===== config.mk =====
export PLATFORM = sky130hd
export DESIGN_NAME = div_share_arbiter
export DESIGN_NICKNAME = d
export VERILOG_FILES = /design/src/rtl/div_share_pkg.sv /design/src/rtl/div_core.sv /design/src/rtl/div_share_arbiter.sv
export SDC_FILE = /design/constraint.sdc
export NUM_CORES = 1
export LEC_CHECK = 0
export ABC_CLOCK_PERIOD_IN_PS = 4500
export CAP_MARGIN = 40
export CORE_ASPECT_RATIO = 0.6
export CORE_MARGIN = 4
export CORE_UTILIZATION = 40
export CTS_CLUSTER_DIAMETER = 50
export CTS_CLUSTER_SIZE = 25
export DETAILED_ROUTE_END_ITERATION = 12
export PLACE_DENSITY = 0.69
export SKIP_CTS_REPAIR_TIMING = 1
export SLEW_MARGIN = 0
export SYNTH_ARGS = -nofsm -noshare
export SYNTH_HDL_FRONTEND = slang
export SYNTH_SLANG_ARGS = --single-unit

===== constraint.sdc =====
create_clock -name clk -period 4.5 [get_ports clk]
set_input_delay 1.125 -clock clk [delete_from_list [all_inputs] [get_ports clk]]
set_output_delay 1.125 -clock clk [all_outputs]
set_load 0.01 [all_outputs]

===== src/rtl/div_share_pkg.sv =====
`default_nettype none
// ============================================================================
// Module   : div_share_pkg
// Purpose  : Shared types and constants for the divider-sharing arbiter:
//            sequencer state encoding, tag width helper, and the quotient
//            value reported on divide-by-zero.
// Revision : 1.0  initial release
// ============================================================================
package div_share_pkg;

    // Sequencer states: waiting for a request, iterating, presenting a result.
    typedef enum logic [1:0] {
        IDLE = 2'd0,
        RUN  = 2'd1,
        DONE = 2'd2
    } state_t;

    // Width of a requester tag; at least one bit so the tag port is never empty.
    function automatic int id_w(input int n);
        return (n > 1) ? $clog2(n) : 1;
    endfunction

    // Quotient returned for a zero divisor; callers slice the width they need.
    localparam logic [63:0] c_dbz_quotient = '1;

endpackage : div_share_pkg
`default_nettype wire


===== src/rtl/div_core.sv =====
`default_nettype none
// ============================================================================
// Module   : div_core
// Purpose  : Sequential restoring divider. One shift/compare/subtract step per
//            clock on a {remainder, quotient} register; WIDTH_A steps per
//            division. done pulses during the cycle of the final step, so q/r
//            hold the finished result from the following cycle onward.
// Revision : 1.0  initial release
// ============================================================================
module div_core #(
    parameter int WIDTH_A = 8,
    parameter int WIDTH_B = 8
) (
    input  logic               clk,
    input  logic               rst_n,
    input  logic               start,
    input  logic [WIDTH_A-1:0] a,
    input  logic [WIDTH_B-1:0] b,
    output logic               busy,
    output logic               done,
    output logic [WIDTH_A-1:0] q,
    output logic [WIDTH_B-1:0] r
);

    localparam int CNT_W = $clog2(WIDTH_A + 1);

    logic [WIDTH_A-1:0] r_quo;
    logic [WIDTH_B-1:0] r_rem;
    logic [WIDTH_B-1:0] r_b;
    logic [CNT_W-1:0]   r_cnt;
    logic               r_busy;

    logic [WIDTH_B:0]   w_rem_sh;
    logic               w_ge;
    logic [WIDTH_B-1:0] w_rem_next;
    logic [WIDTH_A-1:0] w_quo_next;
    logic               w_last;

    // One restoring step: the shifted partial remainder is compared at
    // WIDTH_B+1 bits so the bit shifted out of the remainder is not lost.
    // The subtraction itself fits WIDTH_B bits because the remainder stays
    // below the divisor.
    always_comb begin
        w_rem_sh   = {r_rem, r_quo[WIDTH_A-1]};
        w_ge       = (w_rem_sh >= {1'b0, r_b});
        w_rem_next = w_ge ? (w_rem_sh[WIDTH_B-1:0] - r_b) : w_rem_sh[WIDTH_B-1:0];
        w_quo_next = {r_quo[WIDTH_A-2:0], w_ge};
        w_last     = r_busy && (r_cnt == CNT_W'(WIDTH_A - 1));
    end

    // Load operands on start, then iterate until the last step completes.
    always_ff @(posedge clk or negedge rst_n) begin
        if (!rst_n) begin
            r_quo  <= '0;
            r_rem  <= '0;
            r_b    <= '0;
            r_cnt  <= '0;
            r_busy <= 1'b0;
        end else if (start) begin
            r_quo  <= a;
            r_rem  <= '0;
            r_b    <= b;
            r_cnt  <= '0;
            r_busy <= 1'b1;
        end else if (r_busy) begin
            r_quo <= w_quo_next;
            r_rem <= w_rem_next;
            r_cnt <= r_cnt + CNT_W'(1);
            if (w_last) begin
                r_busy <= 1'b0;
            end
        end
    end

    assign busy = r_busy;
    assign done = w_last;
    assign q    = r_quo;
    assign r    = r_rem;

endmodule : div_core
`default_nettype wire


===== src/rtl/div_share_arbiter.sv =====
`default_nettype none
// ============================================================================
// Module   : div_share_arbiter
// Purpose  : Round-robin arbiter/sequencer sharing one restoring divider among
//            NUM_REQ requesters. Accepts one request at a time, runs the
//            divider, and returns quotient/remainder tagged with the
//            requester index. A zero divisor skips the divider entirely.
// Revision : 1.0  initial release
// ============================================================================
module div_share_arbiter
    import div_share_pkg::*;
#(
    parameter int NUM_REQ = 4,
    parameter int WIDTH_A = 8,
    parameter int WIDTH_B = 8
) (
    input  logic                         clk,
    input  logic                         rst_n,
    input  logic [NUM_REQ-1:0]           req,
    input  logic [NUM_REQ*WIDTH_A-1:0]   a_in,
    input  logic [NUM_REQ*WIDTH_B-1:0]   b_in,
    output logic [NUM_REQ-1:0]           ack,
    output logic                         rsp_valid,
    output logic [id_w(NUM_REQ)-1:0]     rsp_id,
    output logic [WIDTH_A-1:0]           q,
    output logic [WIDTH_B-1:0]           r,
    output logic                         dbz,
    output logic                         busy
);

    localparam int              ID_W      = id_w(NUM_REQ);
    localparam logic [ID_W-1:0] c_last_id = ID_W'(NUM_REQ - 1);

    state_t             r_state;
    state_t             w_state_next;

    logic [ID_W-1:0]    r_rr_ptr;
    logic [ID_W-1:0]    r_id;
    logic [ID_W-1:0]    w_grant;
    logic [ID_W-1:0]    w_ptr_next;
    logic [ID_W:0]      w_idx;
    logic               w_found;
    logic               w_accept;
    logic               w_b_zero;
    logic [WIDTH_A-1:0] w_a_sel;
    logic [WIDTH_B-1:0] w_b_sel;

    logic [NUM_REQ-1:0] r_ack;
    logic               r_rsp_valid;
    logic [ID_W-1:0]    r_rsp_id;
    logic [WIDTH_A-1:0] r_q;
    logic [WIDTH_B-1:0] r_r;
    logic               r_dbz;
    logic               r_busy;
    logic               r_zero;
    logic [WIDTH_B-1:0] r_dbz_rem;

    logic               w_core_start;
    logic               w_core_busy;
    logic               w_core_done;
    logic [WIDTH_A-1:0] w_core_q;
    logic [WIDTH_B-1:0] w_core_r;

    // Round-robin pick: first request at or above the pointer, wrapping,
    // then select that requester's operands.
    always_comb begin
        w_found = 1'b0;
        w_grant = '0;
        w_idx   = '0;
        for (int k = 0; k < NUM_REQ; k++) begin
            w_idx = {1'b0, r_rr_ptr} + (ID_W+1)'(k);
            if (w_idx >= (ID_W+1)'(NUM_REQ)) begin
                w_idx = w_idx - (ID_W+1)'(NUM_REQ);
            end
            if (!w_found && req[w_idx[ID_W-1:0]]) begin
                w_found = 1'b1;
                w_grant = w_idx[ID_W-1:0];
            end
        end
        w_a_sel = '0;
        w_b_sel = '0;
        for (int j = 0; j < NUM_REQ; j++) begin
            if (w_grant == ID_W'(j)) begin
                w_a_sel = a_in[j*WIDTH_A +: WIDTH_A];
                w_b_sel = b_in[j*WIDTH_B +: WIDTH_B];
            end
        end
        w_ptr_next = (w_grant == c_last_id) ? '0 : (w_grant + ID_W'(1));
        w_b_zero   = (w_b_sel == '0);
        w_accept   = (r_state == IDLE) && w_found;
    end

    // The divider takes its operands straight from the grant mux so that its
    // first step lines up with the ack cycle.
    assign w_core_start = w_accept && !w_b_zero;

    div_core #(
        .WIDTH_A (WIDTH_A),
        .WIDTH_B (WIDTH_B)
    ) u_core (
        .clk   (clk),
        .rst_n (rst_n),
        .start (w_core_start),
        .a     (w_a_sel),
        .b     (w_b_sel),
        .busy  (w_core_busy),
        .done  (w_core_done),
        .q     (w_core_q),
        .r     (w_core_r)
    );

    // Next-state logic; a zero divisor goes straight to DONE.
    always_comb begin
        w_state_next = r_state;
        case (r_state)
            IDLE: begin
                if (w_accept) begin
                    w_state_next = w_b_zero ? DONE : RUN;
                end
            end
            RUN: begin
                if (w_core_done) begin
                    w_state_next = DONE;
                end else if (!w_core_busy) begin
                    // Defensive: never reached while the divider is healthy.
                    w_state_next = IDLE;
                end
            end
            DONE:    w_state_next = IDLE;
            default: w_state_next = IDLE;
        endcase
    end

    // State register.
    always_ff @(posedge clk or negedge rst_n) begin
        if (!rst_n) begin
            r_state <= IDLE;
        end else begin
            r_state <= w_state_next;
        end
    end

    // Grant bookkeeping and registered response outputs.
    always_ff @(posedge clk or negedge rst_n) begin
        if (!rst_n) begin
            r_rr_ptr    <= '0;
            r_id        <= '0;
            r_zero      <= 1'b0;
            r_dbz_rem   <= '0;
            r_ack       <= '0;
            r_busy      <= 1'b0;
            r_rsp_valid <= 1'b0;
            r_rsp_id    <= '0;
            r_q         <= '0;
            r_r         <= '0;
            r_dbz       <= 1'b0;
        end else begin
            r_ack       <= '0;
            r_rsp_valid <= (r_state == DONE);
            if (w_accept) begin
                r_ack[w_grant] <= 1'b1;
                r_id           <= w_grant;
                r_rr_ptr       <= w_ptr_next;
                r_zero         <= w_b_zero;
                r_dbz_rem      <= WIDTH_B'(w_a_sel);
                r_busy         <= 1'b1;
            end else if (r_state == IDLE) begin
                r_busy <= 1'b0;
            end
            if (r_state == DONE) begin
                r_rsp_id <= r_id;
                r_dbz    <= r_zero;
                r_q      <= r_zero ? c_dbz_quotient[WIDTH_A-1:0] : w_core_q;
                r_r      <= r_zero ? r_dbz_rem : w_core_r;
            end
        end
    end

    assign ack       = r_ack;
    assign rsp_valid = r_rsp_valid;
    assign rsp_id    = r_rsp_id;
    assign q         = r_q;
    assign r         = r_r;
    assign dbz       = r_dbz;
    assign busy      = r_busy;

endmodule : div_share_arbiter
`default_nettype wire


# Word-level counts from Yosys, hierarchy flattened
# Index checks and enable logic that the tools add are counted.
[totals]
ramBits = 0
mem_count = 0
romBits = 0
latchBits = 0
elab_cells = 114
regBits = 69
[op_classes]
bitwise = 0
n_eq_ne = 8
n_mul = 0
magnitude_cmp = 11
n_reduce_logical = 17
div_mod_pow = 0
shift = 0
n_addsub = 10
mux = 51
[ops]
columns = ["cell", "count"]
rows = [
  ["$mux 8", 15],
  ["$mux 2", 13],
  ["$lt 2x3->1 const B", 5],
  ["$mux 1", 14],
  ["$mux 4", 3],
  ["$ge 3x3->1 const B", 3],
  ["$ge 9x8->1", 1],
  ["$bmux 1 s2", 4],
  ["$logic_not 8->1", 1],
  ["$sub 2x1->2 const B", 4],
  ["$sub 8x8->8", 1],
  ["$logic_and 1x1->1", 7],
  ["$add 2x2->3 const B", 2],
  ["$eq 2x2->1 const B", 3],
  ["$add 4x1->4 const B", 1],
  ["$eq 2x1->1 const B", 2],
  ["$eq 4x3->1 const B", 1],
  ["$logic_not 1->1", 4],
  ["$logic_not 2->1", 2],
  ["$pmux 2 s2", 1],
  ["$reduce_bool 2->1", 2],
  ["$add 2x1->3 const B", 1],
  ["$ge 2x3->1 const B", 1],
  ["$ne 3x2->1 const B", 1],
  ["5 further kinds", 5],
]

# Depth between registers and ports, before layout
# Gate-level depths: netlist of run 1.
[depth]
depth_word = 23
depth_mapped = 14
mapped_depth_nobuf = 12

# Cells and area by module
# Synthesis of run 1 repeated with hierarchy kept, for this count alone.
[unflattened]
hier_cells = 430
area_unflattened_um2 = 3952.5
[modules_own_cells]
columns = ["mod", "area_per_inst_um2", "instances", "cells_per_inst", "seq_area_each_um2"]
rows = [
  ["div_share_arbiter", 2223.4, 1, 248, 1001.0],
  ["div_core", 1729.2, 1, 182, 725.7],
]

# Least setup slack after synthesis of run 1
# No wires, ideal clock.
[synth_path]
kind = "input -> register"
from = "input req[3]"
to = "register u_core.r_quo[1] (netlist: u_core.q[1])"
setup_slack_ps = 825
stages = 13
arrival_ps = 3596
n_path_buf = 3
path_cell_list = "nand2_1 -> and3_1 -> a311oi_1 -> inv_1 -> ha_1 -> clkbuf_1 -> buf_2 -> a221oi_1 -> nor3_1 -> a211oi_2 -> a21o_1 -> buf_6 -> mux2i_1"
[synth_between]
elab_chain_cells = 21
elab_cells_between_ends = 40
classes_between = "eq/ne: 3; mux: 25; reduce/logical: 12"
[synth_rtl]
columns = ["item", "line", "text"]
rows = [
  ["from (decl)", "div_share_arbiter.sv:19", "input logic [NUM_REQ-1:0] req,"],
  ["$bmux 1 s2", "div_share_arbiter.sv:75", "if (!w_found && req[w_idx[ID_W-1:0]]) begin"],
  ["$mux 1 (implied by the code)", "div_share_arbiter.sv:75", ""],
  ["$mux 1", "div_share_arbiter.sv:75", ""],
  ["$logic_not 1->1", "div_share_arbiter.sv:75", ""],
  ["$logic_and 1x1->1", "div_share_arbiter.sv:75", ""],
  ["$mux 1", "div_share_arbiter.sv:75", ""],
  ["$logic_not 1->1", "div_share_arbiter.sv:75", ""],
  ["$logic_and 1x1->1", "div_share_arbiter.sv:75", ""],
  ["[... 3 more ...]", "n/a", ""],
  ["$mux 2 *", "div_share_arbiter.sv:75", ""],
  ["net w_grant[0]", "div_share_arbiter.sv:39", "logic [ID_W-1:0] w_grant;"],
  ["$logic_not 2->1", "div_share_arbiter.sv:83", "if (w_grant == ID_W'(j)) begin"],
  ["$mux 8 (4 in a row)", "div_share_arbiter.sv:83", ""],
  ["$logic_not 8->1", "div_share_arbiter.sv:89", "w_b_zero = (w_b_sel == '0);"],
  ["$logic_not 1->1", "div_share_arbiter.sv:95", "assign w_core_start = w_accept && !w_b_zero;"],
  ["$logic_and 1x1->1", "div_share_arbiter.sv:95", ""],
  ["$mux 8 / $reduce_bool 2->1 (equally long branches)", "n/a", ""],
  ["to (signal assigned)", "div_core.sv:66", "r_quo <= w_quo_next;"],
  ["to (decl)", "div_core.sv:27", "logic [WIDTH_A-1:0] r_quo;"],
]
# Mark *: on every way through the listed nets, which the timed path passes. The rest lies on a longest branch. The select of a mux whose other input is x is not followed.
# A chain may end at the register's enable or synchronous reset.

# Worst setup path after layout of run 1
[layout_path]
from = "input req[3]"
to = "register u_core.r_quo[3] (netlist: u_core.q[3])"
# The elaborated chain is that of the path after synthesis.

==> impl_metrics.ini, run 1 <==
[setup_path]
crit_chain = clkdlybuf4s50_1 > nand2_1 > and3_1 > a311oi_1 > buf_4 > inv_1 > ha_1 > nand3b_1 > nand2_1 > a211o_1 > a211oi_2 > a21o_1 > buf_4 > mux2i_1
r2r_slack_ns = 1.19
cpPeakStageDelay_ns = 0.55
critPathCaptureType = register
reg2reg_to = u_core.q[3]
crit_type = in -> reg
worstReg2RegStart = r_rr_ptr[1]
ff2ff_path_depth = 13
crit_arrival_ns = 4.33
cp-start-kind = primary input
crit_required_ns = 4.75
slowest_stage = clkdlybuf4s50_1
cp_max_fo = 11

[routing]
num_vias = 3695
avgRoutedWirePerCell_um = 17.16
dr.pass1.iters = 5
drtIter0Drc = 254
drc = 0
wl_um = 11630
ant_nets = 0
vias_per_cell = 5.450

[sta]
fin_crit_ns = 4.083
timing.fmax_mhz = 244.9
maxSlewHeadroom = 0.4815
tightestPinTransition_ns = 0.7778
hold_violations = 0
setup_violations = 0
skew_ns = 0.006355
tns_ns = 0
worst_slack_ns = 0.4171
fin_crit_sh = 0.9073
slew_violations = 0
rsz0062_at_grt = false

[grt]
grt_pass1_vias = 3623
grt_max_degree = 34
grt_pass1_wl_um = 18870
overflow = 0
grt_use_total = 0.2065
antenna_found_initial = 0

[finish]
final_cells = 678
nNetsFinal = 622
antenna_cells = 0
stdcell_area_sq_um = 5459
drive_gt1_frac = 0.07551
area_growth_pct = 35.67

[min_path]
worstHoldPathType = reg -> reg
hold_start = r[3]
holdPathEnd = r[3]
whs_path_depth = 2

[place]
placed_area_sq_um = 5142
io_buffers = 94
place_congestion = 0.9065
place_hpwl_um = 8948
post-place-ws_ns = 0.1368
post-place-cells = 662

[yosys]
ys_ff_latch = 69
synth_edf_count = 0
synth_cell_type_count = 53
yosys_warnings = 0
syn_inst = 446
ys_async_sr_fraction = 1.000
syn_area_per_cell_sq_um = 9.022
syn_nets = 530
synth_area_sq_um = 4024
ys_seq_area_frac = 0.4291
ys.flop_type = dfrtp_1

[power]
switchingPower_uw = 1723
swShare = 0.4177
pwr-share-seq = 0.275
pwr-share-clk = 0.180
p_int_uw = 2402
p_leak_uw = 0.002451
vdd_drop_max_uv = 296.8
p_comb_frac = 0.545
p_per_area_nw_per_um2 = 755.8

[clock_tree]
cts.sinks = 69
clk_pin_slew_ns = 0.05
clkLatencyLatePin_ns = 0.33
numCtsBuffers = 9
cts_root_buf = clkbuf_16
htreeDepth = 3
cts_buffer_depth = 2
cts_tree = built

[outcome]
status = completed

[die]
core-area_sq_um = 9844
die_area_sq_um = 11780
start_util = 0.4087
die_w_um = 137.5
ioPinCount = 95
rows = 28
die_h_um = 85.69

[run]
max-cap-violations = 0
==> power groups by stage <==
stage	registers [uW]	clock network [uW]	logic [uW]
floorplan	1090	0	1520
global placement	1150	0	2110
detailed placement	1140	0	2210
CTS	1130	755	2230
global route	1170	786	2500
finish	1130	744	2250
==> how the worst max path moves through the flow <==
| stage | from | end | cells past startpoint |
|---|---|---|---|
| 2_1_floorplan | req[3] | u_core.q[1] | 13 |
| 3_3_place_gp | req[3] | u_core.r[3] | 14 |
| 6_report | req[3] | u_core.q[3] | 14 |
| 4_1_cts | req[3] | u_core.q[3] | 14 |
| 3_5_place_dp | req[3] | u_core.q[3] | 14 |
| 5_1_grt | req[3] | u_core.r_cnt[0] | 13 |
==> cells by family after synthesis <==
group,Yosys count,share of synthesized area
fa+ha+maj,14,0.04540
compound gates,137,0.2189
flops,69,0.4291
xor+xnor,4,0.008708
simple gates,145,0.1670
mux,31,0.08053
buf+inv,46,0.05037
==> final cells by class <==
cell class	count	area, sq um
clock inverters	6	87.58
well taps	135	168.9
multi-input cells	331	2095
clock buffers	10	229.0
inverters	19	71.32
fillers	871	4385
flip-flops and latches	69	1727
repair buffers	108	1081
==> registers in the layout, indices dropped and copies added (netlist names), 4 cells and up <==
name,flops
ack,4
u_core.q,8
q,8
u_core.r_cnt,4
u_core.r,8
u_core.r_b,8
r,8
r_dbz_rem,8
==> critical path, delay by kind of cell <==
kind            cells  cell delay, ns
fa+ha+maj           1            0.34
simple gates        4            0.51
compound gates      4            1.14
mux                 1            0.21
buf+inv             4            1.00
==> per-stage QoR <==
step	util	hold slack [ns]	power, uW
finish	0.5545	0.4725	4126
floorplan	-	0.4460	2609
CTS	0.5545	0.4795	4118
detailed placement	0.5224	0.4666	3347
global placement	0.5160	0.4621	3257
global route	0.5545	0.5061	4456
==> routing by layer <==
metal  global-route usage  vias to the layer above  part of all wire
met1               0.3167                     1777              0.51
met5                    0                        -                 0
met2               0.2956                      134              0.42
met3              0.04807                       13             0.062
met4              0.04438                        0            0.0089
li1                     -                     1771                 -
==> cell usage after synthesis, drive strengths merged (2+ instances only) <==
cell type | count | share of area
a311oi | 5 | 0.011
and2 | 3 | 0.0047
o311ai | 2 | 0.0044
nand2 | 64 | 0.060
a221oi | 5 | 0.011
xor2 | 2 | 0.0044
nand3 | 6 | 0.0075
nand3b | 5 | 0.0093
nor3 | 5 | 0.0090
dfrtp | 69 | 0.43
mux2i | 26 | 0.065
mux2 | 5 | 0.016
a22oi | 9 | 0.017
nand2b | 12 | 0.019
nor2 | 35 | 0.033
a21oi | 30 | 0.040
o21ai | 51 | 0.063
inv | 19 | 0.018
ha | 13 | 0.040
a22o | 2 | 0.0044
o22ai | 5 | 0.0078
clkbuf | 17 | 0.016
a21o | 3 | 0.0056
o21a | 9 | 0.017
and3 | 4 | 0.0062
nor3b | 2 | 0.0037
and3b | 2 | 0.0044
a211oi | 5 | 0.014
xnor2 | 2 | 0.0044
nor2b | 3 | 0.0047
a211o | 3 | 0.0065
buf | 10 | 0.017
==> cell usage in the layout, fill, tap and decap left out, types with 11 or more instances in the layout <==
cell             instances
dfrtp_1                 69
nor2_1                  35
clkdlybuf4s50_1         93
buf_4                   11
mux2i_1                 26
o21ai_0                 44
inv_1                   19
ha_1                    13
nand2_1                 64
a21oi_1                 29
nand2b_1                12
(Power assumes the default switching activity.)
==> run 2, diff against run 1 <==
CELL_PAD_IN_SITES_DETAIL_PLACEMENT = 1   (was unset)
CELL_PAD_IN_SITES_GLOBAL_PLACEMENT = 2   (was unset)
CORE_UTILIZATION = 32   (was 40)
PLACE_DENSITY = 0.88   (was 0.69)
==> run 2 against run 1 <==
Effect of this change: register-to-register slack got worse by 0.16 ns; clock power fell by 3.6%; critical endpoint is now u_core.r_b[6]; utilization fell by 10 points; design area rose by 0.39%.
==> impl_metrics.ini, run 2 (synthesis results as in run 1) <==
[setup_path]
critPathTopFamily = compound AO/OA/AOI/OAI gates
slowest_stage = clkdlybuf4s50_1
crit_arrival_ns = 4.47
critPathBufInv = 3
cp_num_cells = 13
crit_top_cell = nand2_1
crit_type = in -> reg
cpPeakStageDelay_ns = 0.58
crit_chain = clkdlybuf4s50_1 > nand2_1 > and3_1 > a311oi_1 > buf_4 > inv_1 > ha_1 > nand3b_1 > nand2_1 > a211o_1 > a211oi_2 > a21oi_4 > mux2_4
worstReg2RegStart = r_rr_ptr[1]
cp_max_fo = 19
crit_end = u_core.r_b[6]
ff2ff_path_depth = 12
reg2reg_to = u_core.r_b[6]
crit_start = req[3]
cp-start-kind = primary input
crit_required_ns = 4.71
critPathCaptureType = register
r2r_slack_ns = 1.03

[clock_tree]
cts_buffer_depth = 2
htreeDepth = 3
cts.sinks = 69
clkLatencyLatePin_ns = 0.33
cts_root_buf = clkbuf_16
numCtsBuffers = 9
cts_tree = built
clk_pin_slew_ns = 0.06

[place]
place_congestion = 0.8723
post-place-ws_ns = -0.06725
io_buffers = 94
placed_area_sq_um = 5180
place_hpwl_um = 10550

[routing]
ant_nets = 0
vias_per_cell = 5.172
dr.pass1.iters = 4
drc = 0
avgRoutedWirePerCell_um = 19.16
drtIter0Drc = 173
num_vias = 3662
wl_um = 13560

[run]
max-cap-violations = 0

[power]
vdd_drop_max_uv = 249.8
p_leak_uw = 0.002430
swShare = 0.4347
p_comb_frac = 0.552
pwr-share-clk = 0.173
switchingPower_uw = 1806
p_int_uw = 2347
power_uw = 4153
pwr-share-seq = 0.275
p_per_area_nw_per_um2 = 757.8

[sta]
slew_violations = 0
skew_ns = 0.007782
fin_crit_ns = 4.256
maxSlewHeadroom = 0.4547
tightestPinTransition_ns = 0.8179
worst_slack_ns = 0.2440
tns_ns = 0
fin_crit_sh = 0.9458
setup_violations = 0
timing.fmax_mhz = 235.0
hold_violations = 0
rsz0062_at_grt = false
whs_ns = 0.4790

[die]
rows = 31
core-area_sq_um = 12180
die_h_um = 94.86
die_area_sq_um = 14490
start_util = 0.3304
die_w_um = 152.8
ioPinCount = 95

[finish]
stdcell_area_sq_um = 5480
area_growth_pct = 36.19
nNetsFinal = 622
final_common_cell = clkdlybuf4s50_1
layout_common_cells = clkdlybuf4s50_1 (93), dfrtp_1 (69), nand2_1 (64)
antenna_cells = 0
drive_gt1_frac = 0.07735

[grt]
grt_use_met1 = 0.2809
grt_pass1_wl_um = 21770
overflow = 0
grt_pass1_vias = 3960
grt_util_met3 = 0.04945
grt_max_degree = 34
gr-max-usage-layer = met2
use_met2 = 0.2816
antenna_found_initial = 0
grt_use_total = 0.1907

[min_path]
hold_start = r[6]
worstHoldPathType = reg -> reg

[outcome]
status = completed
[run 2: cell count changes in the layout (fill, tap and decap cells not counted), sizes merged]
cell	delta
clkinv	-2
bufinv	-1
inv	+1
clkbuf	-1
clkinvlp	+3
[run 2: worst min path at each step]
stage | endpoint | slack, ns | cells past startpoint
floorplan | r_id[1] | 0.45 | 2
global placement | r[0] | 0.46 | 2
detailed placement | r_dbz_rem[0] | 0.47 | 1
CTS | r[6] | 0.49 | 2
global route | r[6] | 0.51 | 2
finish | r[6] | 0.48 | 2
[run 2: metal layers]
layer	routed length, um	part of all wire	up-vias
met5	0	0	-
met1	7057	0.52	1782
met2	5596	0.41	101
li1	-	-	1770
met4	115	0.0085	0
met3	792	0.058	9
[run 2: layout make-up]
cell class                      count  area (sq um)
Inverter                           19         71.32
Timing Repair Buffer              108          1081
Clock buffer                        9         225.2
Tap cell                          165         206.4
Fill cell                        1443          6699
Clock inverter                      7         75.07
Sequential cell                    69          1727
Multi-Input combinational cell    331          2095
[run 2: worst register-to-register path: stages (launching register included)]
cell	delay [ns]
dfrtp_1	0.44
nand2b_1	0.20
and3_1	0.19
a311oi_1	0.25
buf_4	0.19
inv_1	0.06
ha_1	0.38
nand3b_1	0.22
nand2_1	0.09
a211o_1	0.32
a211oi_2	0.41
a21oi_4	0.26
mux2_4	0.35
[run 2: power by group through the flow]
stage	Sequential, uW	Clock [uW]	Combinational, uW
6_report	1140	717	2290
5_1_grt	1190	757	2560
4_1_cts	1140	727	2300
3_5_place_dp	1150	0	2280
3_3_place_gp	1160	0	2130
2_1_floorplan	1090	0	1520
[run 2: through the flow]
| step | cells | utilization |
|---|---|---|
| 2_1_floorplan | 446 | - |
| 3_3_place_gp | 689 | 0.4212 |
| 3_5_place_dp | 692 | 0.4253 |
| 4_1_cts | 708 | 0.4500 |
| 5_1_grt | 708 | 0.4500 |
| 6_report | 708 | 0.4500 |
==> patch (settings of run 2) <==
`WIDTH_A` is set to 8 in 2 places; all go to 4.
--- a/src/rtl/div_core.sv
+++ b/src/rtl/div_core.sv
@@ -8,7 +8,7 @@
 // Revision : 1.0  initial release
 // ============================================================================
 module div_core #(
-    parameter int WIDTH_A = 8,
+    parameter int WIDTH_A = 4,
     parameter int WIDTH_B = 8
 ) (
     input  logic               clk,
--- a/src/rtl/div_share_arbiter.sv
+++ b/src/rtl/div_share_arbiter.sv
@@ -11,7 +11,7 @@
     import div_share_pkg::*;
 #(
     parameter int NUM_REQ = 4,
-    parameter int WIDTH_A = 8,
+    parameter int WIDTH_A = 4,
     parameter int WIDTH_B = 8
 ) (
     input  logic                         clk,
Interface: changed (resized a_in and q); port bits go from 95 to 75. The function was not compared with the original's and may differ.
==> patch against run 2 <==
- worst hold slack gained 0.0074 ns
- synthesized area shrank 15%
- global-route usage shrank 2.2 points
- sequential cell count shrank 13
- combinational power shrank 6%
- setup slack lost 0.0080 ns
- wire length shrank 25%
- final area shrank 15%
- first-iteration DRC count shrank 62%
- power shrank 15%
==> patch: results (changes against run 2) <==
Slew @ Worst Pin 0.7180 ns (-0.09991 ns); status finished clean; family with the most delay on the worst path buffers and inverters; Tot GR Track Use 16.90% (-2.2 points); ranking of synthesized cells by area dfrtp_1 (41%), ha_1 (5.1%), mux2i_1 (4.4%); worst-path fanout max 7 (-12); dpl cells 580 (-16%); Vias/cell 5.118 (-1.0%); Synth cell types 61 (+15%); reg2reg path depth 15 (+3); Placer Congestion 0.8097 (-7.2%); Total Nets Final 525 (-16%); syn nets 435 (-18%); Post-Syn Instances 366 (-18%); PortBufs 74 (-21%); Critical Path AT 4.45 ns (-0.02 ns); proportion of layout cells with a drive suffix above 1 13.79% (+6.1 points); DR iter-0 viols 66 (-62%); most frequent cells after synthesis dfrtp_1 (56), nand2_1 (40), a21oi_1 (29), o21ai_0 (29), nor2_1 (21); Post-DP HPWL 8169 um (-23%); final cell count without fillers 592 (-16%); Leak 0.002109 uW (-13%); total CTS buffers 5 (-4); Routed wire per std cell 17.28 um (-9.8%); sequential fraction of the synthesis area 40.83% (-2.1 points); HP Start r[1]$_DFFE_PN0P_; Hold EP r[1]$_DFFE_PN0P_; pin count of the biggest net entering global routing 29 (-15%); DP Worst Slack -0.1609 ns (-0.09367 ns)
==> patch: cell types whose count changed in the layout (fill, tap and decap cells not counted), moves of 11 or more <==
cell	change
mux2i_1	-11
buf_4	+14
dfrtp_1	-13
clkdlybuf4s50_1	-20
nor2_1	-14
nand2_1	-24
o21ai_0	-16
==> patch: final cells by class <==
cell class / count / area (um2)
timing repair buffer: 102 / 975.9
clock buffer: 6 / 128.9
inverter: 20 / 75.07
fill: 1166 / 5519
multi-input combinational: 271 / 1874
tap: 135 / 168.9
sequential: 56 / 1401
clock inverter: 2 / 16.27
==> patch: stage by stage <==
| step | area [um2] | utilization [%] | setup TNS, ns | total power (uW) | hold slack (ns) |
|---|---|---|---|---|---|
| 6_report | 4641 | 45.68 | 0 | 3516 | 0.4863 |
| 5_1_grt | 4641 | 45.68 | 0 | 3819 | 0.5216 |
| 4_1_cts | 4591 | 45.18 | 0 | 3488 | 0.4902 |
| 3_5_place_dp | 4446 | 43.76 | -1.961 | 3067 | 0.4737 |
| 3_3_place_gp | 4398 | 43.29 | -0.3826 | 2945 | 0.4622 |
| 2_1_floorplan | 3432 | - | 0 | 2333 | 0.4428 |
==> patch: cells by family (layout without fill, tap and decap cells) <==
kind of cell,Yosys count,count (layout),synth area share [%]
DFF,56,56,40.83
adders and majority gates,15,15,5.687
and+or+nand+nor,123,123,19.47
xor gates and xnor gates,4,4,1.021
AOI/OAI and AO/OA,101,101,19.10
buffers and inverters,39,130,5.140
muxes,28,28,8.749
==> patch: power by group through the flow <==
| stage | sequential, uW | clock, uW | combinational, uW |
|---|---|---|---|
| after floorplan | 887 | 0 | 1450 |
| after global placement | 941 | 0 | 2000 |
| after detailed placement | 960 | 0 | 2110 |
| after CTS | 951 | 407 | 2130 |
| after global routing | 988 | 428 | 2400 |
| final | 953 | 400 | 2160 |
==> patch: metal layers <==
layer  GRT usage [%]  vias to the layer above  wire length [um]
li1                -                     1488                 -
met5               0                        -                 0
met1           24.63                     1485              5294
met2           26.70                       50              4469
met3           3.348                        7               409
met4           2.700                        0                53
==> patch: worst max-delay path by stage <==
stage,start,to,slack [ns],cells after the start
floorplan,req[1],u_core.r_b[7]$_DFFE_PN0P_,0.79,11
global placement,req[3],u_core.q[2]$_DFFE_PN0P_,-0.05,14
global route,req[3],u_core.r_b[3]$_DFFE_PN0P_,0.02,15
detailed placement,req[3],u_core.q[1]$_DFFE_PN0P_,-0.16,15
finish,req[3],u_core.r_b[3]$_DFFE_PN0P_,0.24,15
CTS,req[3],u_core.q[1]$_DFFE_PN0P_,0.12,15
